[src/rtl/bcd_display_driver_pkg.sv]
// Shared seven-segment code constants (active-low, bit order g f e d c b a)
// for the display blocks.
package bcd_display_driver_pkg;

    typedef logic [3:0] bcd_digit_t;
    typedef logic [6:0] seg_code_t;

    localparam seg_code_t SEG_0     = 7'h40;
    localparam seg_code_t SEG_1     = 7'h79;
    localparam seg_code_t SEG_2     = 7'h24;
    localparam seg_code_t SEG_3     = 7'h30;
    localparam seg_code_t SEG_4     = 7'h19;
    localparam seg_code_t SEG_5     = 7'h12;
    localparam seg_code_t SEG_6     = 7'h02;
    localparam seg_code_t SEG_7     = 7'h78;
    localparam seg_code_t SEG_8     = 7'h00;
    localparam seg_code_t SEG_9     = 7'h10;
    localparam seg_code_t SEG_DASH  = 7'h3F;
    localparam seg_code_t SEG_BLANK = 7'h7F;

endpackage

[src/rtl/bcd_seven_seg.sv]
// Combinational BCD-to-seven-segment decoder with a blank override.
// Values 10-15 render as a lone g segment to flag invalid BCD.
module bcd_seven_seg
    import bcd_display_driver_pkg::*;
(
    input  logic [3:0] digit,
    input  logic       blank,
    output logic [6:0] seg
);

    always_comb begin
        // NOTE: assigning a default first keeps every path driven, so no latch is inferred.
        seg = SEG_DASH;
        if (blank) begin
            seg = SEG_BLANK;
        end else begin
            case (digit)
                4'd0:    seg = SEG_0;
                4'd1:    seg = SEG_1;
                4'd2:    seg = SEG_2;
                4'd3:    seg = SEG_3;
                4'd4:    seg = SEG_4;
                4'd5:    seg = SEG_5;
                4'd6:    seg = SEG_6;
                4'd7:    seg = SEG_7;
                4'd8:    seg = SEG_8;
                4'd9:    seg = SEG_9;
                default: seg = SEG_DASH;
            endcase
        end
    end

endmodule

[src/rtl/bcd_display_driver.sv]
// Multi-digit BCD display driver: load-captured value, leading-zero
// suppression and blink, with registered active-low segment outputs.
module bcd_display_driver
    import bcd_display_driver_pkg::*;
#(
    parameter int DIGITS    = 3,
    parameter int BLINK_DIV = 25000000
) (
    input  logic                  clock,
    input  logic                  reset,
    input  logic [DIGITS*4-1:0]   bcd,
    input  logic                  load,
    input  logic                  blank_zeros,
    input  logic                  blink,
    output logic [DIGITS*7-1:0]   seg
);

    localparam int               CNT_W    = $clog2(BLINK_DIV);
    localparam logic [CNT_W-1:0] CNT_LAST = CNT_W'(BLINK_DIV - 1);

    logic [DIGITS*4-1:0] hold;
    logic [CNT_W-1:0]    prescale;
    logic                phase;
    logic [DIGITS-1:0]   lz_blank;
    logic                zero_above;
    logic                blink_off;
    logic [DIGITS*7-1:0] seg_next;

    // NOTE: sequential state uses non-blocking assignments so all registers update together.
    always_ff @(posedge clock) begin
        if (reset) begin
            hold <= '0;
        end else if (load) begin
            hold <= bcd;
        end
    end

    // A load restarts the blink cycle so a fresh value is shown at once.
    always_ff @(posedge clock) begin
        if (reset || load || !blink) begin
            prescale <= '0;
            phase    <= 1'b0;
        end else if (prescale == CNT_LAST) begin
            prescale <= '0;
            phase    <= ~phase;
        end else begin
            prescale <= prescale + CNT_W'(1);
        end
    end

    // Scan from the top digit down; digit 0 is never suppressed.
    always_comb begin
        lz_blank   = '0;
        zero_above = 1'b1;
        for (int i = DIGITS - 1; i > 0; i--) begin
            zero_above  = zero_above && (hold[i*4 +: 4] == 4'd0);
            lz_blank[i] = blank_zeros && zero_above;
        end
    end

    assign blink_off = blink && phase;

    for (genvar i = 0; i < DIGITS; i++) begin : g_digit
        bcd_seven_seg u_dec (
            .digit (hold[i*4 +: 4]),
            .blank (lz_blank[i] || blink_off),
            .seg   (seg_next[i*7 +: 7])
        );
    end

    always_ff @(posedge clock) begin
        if (reset) begin
            seg <= '1;
        end else begin
            seg <= seg_next;
        end
    end

endmodule

[config.mk]
export PLATFORM = sky130hd
export DESIGN_NAME = bcd_display_driver
export DESIGN_NICKNAME = d
export VERILOG_FILES = /design/src/rtl/bcd_display_driver_pkg.sv /design/src/rtl/bcd_seven_seg.sv /design/src/rtl/bcd_display_driver.sv
export SDC_FILE = /design/constraint.sdc
export NUM_CORES = 1
export LEC_CHECK = 0
export CORE_ASPECT_RATIO = 1.25
export CORE_MARGIN = 1.5
export CORE_UTILIZATION = 30
export DETAILED_ROUTE_END_ITERATION = 10
export PLACE_DENSITY = 0.56
export SYNTH_ARGS = -nofsm -noshare
export SYNTH_HDL_FRONTEND = slang
export SYNTH_SLANG_ARGS = --single-unit
[constraint.sdc]
create_clock -name clock -period 2.8 [get_ports clock]
set_input_delay 0.84 -clock clock [delete_from_list [all_inputs] [get_ports clock]]
set_output_delay 0.84 -clock clock [all_outputs]
set_load 0.02 [all_outputs]
==> qor.csv <==
stage;metric;value;unit
setup_path;cp_cell_sequence;clkdlybuf4s50_1;
synthesis;synthTopCellsByArea;dfxtp_1, ha_1, nor2_1;
sta;tns;0;ns
setup_path;critical_path.slowest_cell;clkdlybuf4s50_1;
setup_path;crit_fanout;1;
layout;drive_gt1_frac;0.0819;
route;first_iter_violations;87;
route;first_pass_iters;4;
clock_network;clk_pin_slew;0.06;ns
route;drt_wl_total;5510;µm
min_path;hold_path.class;flop to flop;
setup_path;start_kind;flop;
sta;post-route-period-util;0.764;
synthesis;yosys_register_bits;59;
synthesis;netlist.area_leader.share;0.442;
setup_path;crit_path_end_kind;output pin;
setup_path;critPathLaunch;seg[6];
layout;stdcell_count;462;
route;dr_total_vias;2165;
sta;fmax;0.467;GHz
setup_path;worstPathRequired;1.96;ns
synthesis;synth_adder_area_share;0.0750;
placement;io_buffers;37;
power;power_frac_comb;0.120;
synthesis;yosysSeqAreaShare;0.442;
setup_path;reg2reg_from;prescale[0];
placement;gp_congestion;0.794;
placement;place_hpwl;4180;µm
power;p_per_area;561;nW/µm²
synthesis;syn-num-nets;331;
min_path;hold_depth;1;
clock_network;clk_path_buf_depth;2;
min_path;min_from;prescale[0];
sta;slew-limit-headroom;0.701;
power;internal-power;1.40;mW
sta;period_minus_slack;2.14;ns
sta;tightest_slew;0.448;ns
route;via_per_inst;4.69;
clock_network;cts_buffers;9;
setup_path;critPathKind;flop to output pin;
synthesis;synth_area_leader_cell;dfxtp_1;
power;total_power;1.89;mW
route;drc;0;
synthesis;synth_compound_area_frac;0.130;
layout;layout.nets;371;
synthesis;synth.yosys.warnings;0;
power;clkPwrFrac;0.397;
global_routing;grt_use_total;0.132;
placement;dp_cells;447;
clock_network;root_buffer;clkbuf_8;
clock_network;insertion_delay;0.34;ns
sta;clock_skew;0.0103;ns
sta;drv_slew;0;
layout;layout_commonest_cell;dfxtp_1;
floorplan;ioPinCount;38;
floorplan;die_h;108;µm
synthesis;yosys.area_share.simple;0.216;
floorplan;dieArea;9480;µm²
sta;hold_violations;0;
route;post_drt_wl_per_cell;11.9;µm
layout;n_antenna_cell;0;
clock_network;cts_tree;yes;
setup_path;r2r_cells;5;
global_routing;grt_antenna_before_repair;0;
outcome;status;finished clean;
floorplan;num_rows;38;
global_routing;grt_pass1_vias;2127;
clock_network;htreeDepth;3;
job;drv_cap;0;
setup_path;crit_family;buffers and inverters;
global_routing;grt_pass1_wl;9790;µm
layout;area_growth_syn_to_layout;26.0;%
route;drtAntennaViolNets;0;
floorplan;start_util;0.309;
sta;rsz0062_at_grt;false;
power;seqPwrFrac;0.483;
power;sw_frac_of_total;0.257;
power;p_sw;0.485;mW
floorplan;die_width;87.4;µm
power;power.leakage;1.22;nW
setup_path;critical-path-max-stage-delay;0.62;ns
floorplan;core;8650;µm²
clock_network;clkSinkCount;59;
power;ir_worst_vdd;0.000275;V
layout;mostFrequentLayoutCells;dfxtp_1, nor2_1, clkdlybuf4s50_1, o21ai_0;
clock_network;cts_setup_buffers;0;
synthesis;synthMuxAreaShare;0.0525;
global_routing;overflow;0;
clock_network;cts_hold_buf;0;
clock_network;cts_resized;0;
setup_path;critical_path_buf_inv_count;1;
setup_path;worstPathArrival;1.30;ns
sta;setup_viol;0;
synthesis;synthCells;298;
synthesis;synth_xor_area_frac;0.0459;
synthesis;synth_area;2670;µm²
synthesis;synth_cell_type_count;42;
synthesis;synth_top_family_by_area;simple AND/OR/NAND/NOR gates;
setup_path;cp.depth;1;
synthesis;syn_area_per_cell;8.96;µm²
global_routing;grt_max_degree;25;
[state kept, by name, summed over array words and instances, names as in the netlist]
register / flops
phase: 1
prescale: 25
hold: 12
seg: 21
[power groups by stage]
stage               Sequential (mW)  Combinational, mW  Clock (mW)
floorplan                     0.959             0.0902           0
global placement              0.932              0.227           0
detailed placement            0.931              0.229           0
CTS                           0.912              0.230       0.776
global route                  0.918              0.251       0.818
finish                        0.911              0.227       0.748
[logic make-up (layout without fill, tap and decap cells)]
kind of cell,after synthesis,count (layout)
compound gates,59,59
xor+xnor,14,14
fa+ha+maj,16,16
buf+inv,26,70
flops,59,59
mux,14,14
simple gates,110,110
[cells in the mapped netlist (all sizes together)]
library cell and count:
a21boi 1, a21o 1, a21oi 21, a31o 2, a31oi 1, a41o 1
and2 3, and3 3, and4 2, buf 4, clkbuf 8, dfxtp 59
ha 16, inv 14, mux2i 14, nand2 20, nand2b 1, nand3 7
nand3b 1, nand4 14, nand4b 1, nor2 38, nor2b 2, nor3 2
nor4 3, nor4b 2, o211ai 2, o21ai 23, o21bai 1, o311a 1
o31a 1, o31ai 4, or2 2, or3 3, or4 5, or4b 1
xnor2 6, xor2 8
[worst paths after layout]
check / to / slack [ns]
max: seg[6] / 0.66
min: prescale[0] / 0.46
max reg2reg: prescale[22] / 0.81
min reg2reg: prescale[0] / 0.46
[final cells by class]
cell class	instances	area, µm²
Clock inverter	6	66.3
Sequential cell	59	1180
Tap cell	120	150
Fill cell	901	5290
Timing Repair Buffer	41	400
Inverter	14	52.6
Multi-Input combinational cell	213	1390
Clock buffer	9	124
[stage by stage]
stage	hold slack [ns]	worst slack, ns	utilization	instance area (µm²)
6_report	0.456	0.660	0.389	3360
5_1_grt	0.505	0.607	0.389	3360
4_1_cts	0.467	0.645	0.389	3360
3_5_place_dp	0.452	0.583	0.367	3170
3_3_place_gp	0.441	0.610	0.367	3170
2_1_floorplan	0.426	0.923	-	2670
[layer usage]
metal,share of wire,up-vias,track usage
li1,-,1128,-
met2,0.49,34,0.217
met4,0.015,0,0.0510
met5,0,-,0
met3,0.045,7,0.0481
met1,0.45,996,0.156
No activity file was read; power rests on OpenSTA's default activity.
